===== src/rtl/stream_arb_pkg.sv =====
`default_nettype none
// =============================================================================
// Module   : stream_arb_pkg
// Purpose  : Shared widths and FSM encodings for the 4-channel byte arbiter.
// Revision : 1.0
// =============================================================================
package stream_arb_pkg;

    localparam int N_CH   = 4;
    localparam int DATA_W = 8;
    localparam int CH_W   = 2;

    localparam logic [0:0] ST_IDLE  = 1'b0;
    localparam logic [0:0] ST_GRANT = 1'b1;

endpackage : stream_arb_pkg
`default_nettype wire


===== src/rtl/stream_arb_rr_pick.sv =====
`default_nettype none
// =============================================================================
// Module   : rr_pick
// Purpose  : Round-robin search: first request at or after (last+1), wrapping.
// Revision : 1.0
// =============================================================================
module rr_pick
    import stream_arb_pkg::*;
(
    input  logic [N_CH-1:0] req,
    input  logic [CH_W-1:0] last,
    output logic [CH_W-1:0] idx,
    output logic            any
);

    // Walk from farthest to nearest so the nearest hit after 'last' wins.
    always_comb begin
        idx = '0;
        for (int i = N_CH; i >= 1; i--) begin
            if (req[last + CH_W'(i)]) begin
                idx = last + CH_W'(i);
            end
        end
        any = |req;
    end

endmodule : rr_pick
`default_nettype wire


===== src/rtl/stream_arb.sv =====
`default_nettype none
// =============================================================================
// Module   : stream_arb
// Purpose  : Round-robin byte-stream arbiter, bounded bursts, 1-deep output reg.
// Revision : 1.0
// =============================================================================
module stream_arb
    import stream_arb_pkg::*;
#(
    parameter int MAX_BURST = 16
)
(
    input  logic                     i_clk,
    input  logic                     i_rst,
    input  logic [N_CH*DATA_W-1:0]   i_data,
    input  logic [N_CH-1:0]          i_valid,
    output logic [N_CH-1:0]          o_ready,
    input  logic [N_CH-1:0]          i_mask,
    output logic [DATA_W-1:0]        o_data,
    output logic [CH_W-1:0]          o_chan,
    output logic                     o_valid,
    input  logic                     i_ready,
    output logic                     o_busy
);

    localparam int CNT_W = $clog2(MAX_BURST + 1);

    logic [0:0]        r_state;
    logic [CH_W-1:0]   r_grant;
    logic [CH_W-1:0]   r_last_grant;
    logic [CNT_W-1:0]  r_cnt;
    logic [DATA_W-1:0] r_data;
    logic [CH_W-1:0]   r_chan;
    logic              r_valid;

    logic [N_CH-1:0]   w_cand;
    logic [CH_W-1:0]   w_pick;
    logic              w_pick_any;
    logic              w_in_grant;
    logic              w_up_ok;
    logic              w_up_xfer;
    logic              w_dn_xfer;
    logic [CNT_W-1:0]  w_cnt_next;
    logic              w_burst_done;
    logic [DATA_W-1:0] w_gbyte;

    assign w_cand = i_valid & i_mask;

    rr_pick u_pick (
        .req  (w_cand),
        .last (r_last_grant),
        .idx  (w_pick),
        .any  (w_pick_any)
    );

    assign w_in_grant   = (r_state == ST_GRANT);
    assign w_up_ok      = w_in_grant && i_mask[r_grant] && (!r_valid || i_ready);
    assign w_up_xfer    = w_up_ok && i_valid[r_grant];
    assign w_dn_xfer    = r_valid && i_ready;
    assign w_cnt_next   = r_cnt + CNT_W'(1);
    assign w_burst_done = w_up_xfer && (w_cnt_next == CNT_W'(MAX_BURST));
    assign w_gbyte      = i_data[{r_grant, 3'b000} +: DATA_W];

    always_comb begin
        o_ready          = '0;
        o_ready[r_grant] = w_up_ok;
    end

    always_ff @(posedge i_clk or posedge i_rst) begin
        if (i_rst) begin
            r_state      <= ST_IDLE;
            r_grant      <= '0;
            r_last_grant <= CH_W'(N_CH - 1);
            r_cnt        <= '0;
        end else begin
            case (r_state)
                ST_IDLE: begin
                    if (w_pick_any) begin
                        r_grant      <= w_pick;
                        r_last_grant <= w_pick;
                        r_cnt        <= '0;
                        r_state      <= ST_GRANT;
                    end
                end
                default: begin
                    if (w_up_xfer) begin
                        r_cnt <= w_cnt_next;
                    end
                    // Any of these ends the burst; the bubble in IDLE re-arbitrates.
                    if (w_burst_done || !i_valid[r_grant] || !i_mask[r_grant]) begin
                        r_state <= ST_IDLE;
                    end
                end
            endcase
        end
    end

    // Output register drains on its own, independent of the arbitration FSM.
    always_ff @(posedge i_clk or posedge i_rst) begin
        if (i_rst) begin
            r_data  <= '0;
            r_chan  <= '0;
            r_valid <= 1'b0;
        end else if (w_up_xfer) begin
            r_data  <= w_gbyte;
            r_chan  <= r_grant;
            r_valid <= 1'b1;
        end else if (w_dn_xfer) begin
            r_valid <= 1'b0;
        end
    end

    assign o_data  = r_data;
    assign o_chan  = r_chan;
    assign o_valid = r_valid;
    assign o_busy  = w_in_grant;

endmodule : stream_arb
`default_nettype wire


===== config.mk =====
export PLATFORM = sky130hd
export DESIGN_NAME = stream_arb
export DESIGN_NICKNAME = d
export VERILOG_FILES = /design/src/rtl/stream_arb_pkg.sv /design/src/rtl/stream_arb_rr_pick.sv /design/src/rtl/stream_arb.sv
export SDC_FILE = /design/constraint.sdc
export NUM_CORES = 1
export LEC_CHECK = 0
export ABC_AREA = 1
export ABC_CLOCK_PERIOD_IN_PS = 2000
export CORE_MARGIN = 2
export CORE_UTILIZATION = 43
export DETAILED_ROUTE_END_ITERATION = 10
export PLACE_DENSITY = 0.8
export SYNTH_ARGS = -nofsm -noshare
export SYNTH_HDL_FRONTEND = slang
export SYNTH_SLANG_ARGS = --single-unit
export TNS_END_PERCENT = 100

===== constraint.sdc =====
create_clock -name i_clk -period 2 [get_ports i_clk]
set_input_delay 0.4 -clock i_clk [delete_from_list [all_inputs] [get_ports i_clk]]
set_output_delay 0.4 -clock i_clk [all_outputs]
set_load 0.01 [all_outputs]

* After elaboration in Yosys (flattened, before gate mapping)
Index checks and enable logic that the tools add are counted.
** Storage, ports and cells
- Bits in registers :: 21
- Latch bits :: 0
- Bits in writable memories :: 0
- Bits in read-only memories :: 0
- Output and inout port bits :: 16
- Logic and storage cells :: 66
- Memories :: 0
** Cells by class
- $add $sub $neg :: 4
- $mul :: 0
- Div/mod/pow operators :: 0
- Magnitude comparators :: 6
- Equal/unequal tests :: 2
- Shift-type cells :: 1
- Multiplexer cells :: 26
- Bitwise logic cells :: 3
- Reductions and logical operators :: 17
** Operators with widths (number)
- $shiftx A32 B6 Y8 :: 1
- $lt A2 B3 Y1 const B :: 5
- $mux W5 :: 3
- $bmux W1 S2 :: 6
- $mux W1 :: 12
- $and A4 B4 Y4 :: 2
- $mux W2 :: 4
- $logic_and A1 B1 Y1 :: 6
- $add A5 B1 Y5 const B :: 1
- $eq A5 B5 Y1 const B :: 1
- $add A2 B2 Y2 const B :: 2
- $reduce_and A2 Y1 :: 2
- $reduce_bool A2 Y1 :: 2
- $reduce_or A4 Y1 :: 1
- $logic_not A1 Y1 :: 3
- $logic_or A1 B1 Y1 :: 3
- $add A2 B1 Y2 const B :: 1
- $demux W1 S2 :: 1
- $ge A2 B1 Y1 const B :: 1
- $ne A2 B1 Y1 const B :: 1
- $not A1 Y1 :: 1

* Longest topological paths before layout
- Depth after elaboration :: 10
- Mapped depth :: 12
- Mapped depth without buffers :: 11

* Modules after synthesis
Synthesis repeated with hierarchy kept, for this count alone.
** Unflattened totals
- Cells, all modules :: 224
- Area, all modules :: 1630.3 sq um
** Modules (own cells, without submodules)
- stream_arb :: instances 1, cells an instance 173, area an instance 1363.8 sq um, seq. area each 528.0 sq um
- rr_pick :: instances 1, cells an instance 51, area an instance 266.5 sq um, seq. area each 0.0 sq um

* Worst setup path after synthesis
No wires, ideal clock.
- Kind :: register to output
- Start :: register r_grant[1]
- End :: output port o_ready[0]
- Arrival time :: 1482 ps
- Data required time :: 1600 ps
- Slack :: 118 ps
- Stages on the path, launching flop included :: 8
- Cells stage by stage :: dfrtp_1 nor2_2 nand2_1 nand4_2 and2_1 buf_4 nand2_2 nor3_1
** Between the ends
- Word-level cells in the longest chain between the ends :: 5
- Elaborated cells on any way between the ends :: 10
** Ends and longest elaborated chain
- start, declared :: line stream_arb.sv:29 : logic [CH_W-1:0] r_grant;
- start signal, assigned :: line stream_arb.sv:79 : r_grant <= w_pick;
- $lt A2 B3 Y1 (implied by the code) (tied with other cells) :: line stream_arb.sv:66 : o_ready[r_grant] = w_up_ok;
- $logic_and A1 B1 Y1 (implied by the code) / $mux W1 (equally long branches) :: line stream_arb.sv:66, stream_arb.sv:57
- $mux W1 (implied by the code) / $logic_and A1 B1 Y1 (equally long branches) :: line stream_arb.sv:66, stream_arb.sv:57
- $demux W1 S2 / $logic_and A1 B1 Y1 (equally long branches) :: line stream_arb.sv:66, stream_arb.sv:57
- $and A4 B4 Y4 (no line) *
- end, declared :: line stream_arb.sv:17 : output logic [N_CH-1:0] o_ready,
Every way passes the cells marked *; elsewhere a longest branch is shown, timed or not. The select of a mux whose other input is x is not followed.

* Final worst setup path
- Start :: register r_grant[0]
- End :: output port o_ready[2]
Same word-level chain as after synthesis.

==> flow_summary.toml <==
[run_status]
status = "finished, violations left"
violations = "negative setup slack"

[drt]
viasPerCell = 5.06
m1WireLength_microns = 1800
ant_nets = 0
drt_iter0_drc = 67
routed-wl-met2_microns = 2240
route.detailed.drc = 0
finalWirelength_microns = 4510
dr.pass1.iters = 4
num_vias = 1730
routedWlPerCell_microns = 13.2
top_layer_used = "met4"
met3WireLength_microns = 425

[place]
hpwl_microns = 3160
postPlaceCellArea_sq_um = 2190
place_congestion = 0.872
portBuffers = 58

[die]
core_area_sq_um = 3100
start_util_pct = 46.0
die-height_microns = 61.6
rows = 20
die_x_microns = 61.6
die_area_sq_um = 3800
io_pins = 59

[cts]
cts.path.max_buffers = 2
ctsHoldBuffers = 0
clk_pin_slew_ns = 0.12
cts.sinks = 21
cts_buffers = 3
clk_latency_ns = 0.31
clock-root-buffer = "clkbuf_4"
h-tree-depth = 1
tritoncts = "built"

[global_route]
track_usage_pct = 23.9
grt_max_degree = 27
grt_overflow = 0
grt_pass1_vias = 1552
grt_pass1_wl_microns = 6690
antenna_found_initial = 0

[synth]
synth_top_area_cell = "dfrtp_1"
synth-seq-cells = 21
yosys_most_used_dff = "dfrtp_1"
synth_top_cells_by_area = "dfrtp_1 (33%), nand2_1 (23%), nand3_1 (11%), inv_1 (3.9%), dfstp_2 (3.7%)"
synthCells = 211
synth_area_per_cell_sq_um = 6.77
yosysWarnings = 0
synth_top_cell_area_share_pct = 33.3
synth_nets = 256
synth.most_common_cell = "nand2_1"
syn-cell-area_sq_um = 1430
synth_edf_count = 0
ys_types = 27
ys_seq_area_share_pct = 37.0
synth-async-reset-ratio_pct = 100
synthTopCellsByCount = "nand2_1 (86), nand3_1 (32), dfrtp_1 (19)"

[critical_path]
r2r_start = "r_grant[0]"
endpoint_kind = "output pin"
required_ns = 1.60
r2r_setup_slack_ns = 0.13
worstPathMaxFanout = 6
worst-setup-path-type = "register to output pin"
r2r_end = "o_data[6]"
crit_arrival_ns = 1.71
ff2ff_path_depth = 13
start_kind = "register"

[timing]
skew_ns = 0.00181
rsz0062_at_grt = "true"
drv_slew = 0
max_freq_mhz = 474
finalWorstSetupSlack_ns = -0.108
slew_headroom_pct = 74.9
setup_tns_ns = -0.375
finalCriticalPeriod_ns = 2.11
tightest_slew_ns = 0.375
setup_viol = 4
period_share_pct = 105
hold_viol = 0

[pwr]
p_leak_nw = 1.17
p_comb_share_pct = 67.9
vdd_ir_drop_max_mv = 0.767
p_switching_mw = 1.34
pwr-share-seq_pct = 25.1
p_total_mw = 3.01
clock_power_share_pct = 7.0
switching_share_pct = 44.6
pwr_density_cell_nw_per_um2 = 1280
power.internal_mw = 1.67

[worst_hold_path]
hold_path.class = "input pin to asynchronous set/reset pin"

[finish]
syn_to_final_growth_pct = 64.1
layout-drive-gt1-share_pct = 21.8
final_util_pct = 75.5
finalInstanceArea_sq_um = 2340
antenna-diode-count = 0
nets = 344

[flow_run]
cap_viol_max_count = 0
cell families (layout without fill, tap and decap cells):
| logic type | count (synthesis) | count (layout) | synth area share [%] |
|---|---|---|---|
| xor gates and xnor gates | 3 | 3 | 1.84 |
| buffers and inverters | 25 | 112 | 8.06 |
| and+or+nand+nor | 138 | 138 | 43.1 |
| DFF | 21 | 21 | 37.0 |
| AOI/OAI and AO/OA | 22 | 22 | 8.24 |
| adders and majority gates | 2 | 2 | 1.75 |
layout by cell type, fill, tap and decap left out:
cell type	count
a21oi_1	7
a21oi_2	2
and2_4	1
buf_12	1
buf_2	4
buf_4	29
buf_6	2
clkbuf_4	3
clkdlybuf4s50_1	54
clkinv_1	1
clkinv_2	1
dfrtp_1	17
dfrtp_2	2
dfstp_2	2
ha_1	2
inv_1	14
inv_2	3
nand2_1	82
nand2_2	4
nand2_4	1
nand3_1	31
nand3_2	1
nand4_1	6
nand4_4	2
nor2_1	4
nor2_2	3
nor2_4	2
nor3_2	1
o211ai_1	1
o21ai_1	10
o21ai_2	1
o22ai_1	1
xnor2_1	3
stage by stage:
step	worst slack, ns	instances	hold slack, ns
finish	-0.108	342	0.400
global route	-0.196	342	0.417
detailed placement	-0.519	328	0.480
global placement	-0.493	328	0.476
CTS	-0.0650	342	0.403
floorplan	0.118	211	0.375
per-layer routing:
layer | GRT usage, % | vias up
li1 | - | 866
met1 | 29.3 | 794
met4 | 5.17 | 0
met3 | 5.67 | 7
met5 | 0 | -
met2 | 42.4 | 63
power by group through the flow:
stage / logic (mW) / registers [mW] / clock network [mW]
floorplan: 0.976 / 0.759 / 0
global placement: 1.77 / 0.738 / 0
detailed placement: 1.80 / 0.741 / 0
CTS: 1.97 / 0.742 / 0.217
global route: 2.24 / 0.778 / 0.229
finish: 2.04 / 0.755 / 0.209
worst max-delay path, stage by stage, from the launching register on:
cell and delay (ns):
dfrtp_2 0.49, inv_2 0.10, nand2_2 0.07, inv_2 0.07, nand2_2 0.06, nand4_4 0.07
and2_4 0.16, nand2_4 0.06, buf_4 0.13, nor2_2 0.07, buf_2 0.13
worst max-delay path by stage:
stage / from / to / slack, ns / cells past startpoint
final: r_grant[0] / o_ready[2] / -0.11 / 10
after global routing: r_grant[0] / o_ready[2] / -0.20 / 9
after CTS: r_grant[0] / o_ready[2] / -0.06 / 10
after detailed placement: i_mask[1] / o_ready[3] / -0.52 / 8
after global placement: i_mask[1] / o_ready[0] / -0.49 / 7
after floorplan: r_grant[1] / o_ready[0] / 0.12 / 7
registers in the layout, indices dropped and copies added, names as in the netlist:
name	cells
o_data	8
o_busy	1
r_cnt	5
o_chan	2
o_valid	1
r_last_grant	2
r_grant	2
layout make-up:
type / count / area, sq um
clock buffer: 3 / 22.5
inverter: 18 / 67.6
fill: 251 / 761
sequential: 21 / 531
clock inverter: 1 / 5.00
multi-input combinational: 165 / 841
timing repair buffer: 90 / 821
tap: 44 / 55.1
timing repair:
| item | 4_1_cts | 5_1_grt |
|---|---|---|
| gates resized for setup | 28 | 9 |
| endpoints found under the setup margin | 4 | 10 |
| pin swaps | 2 | 3 |
| setup buffers | 10 | 2 |
(Power assumes the default switching activity.)
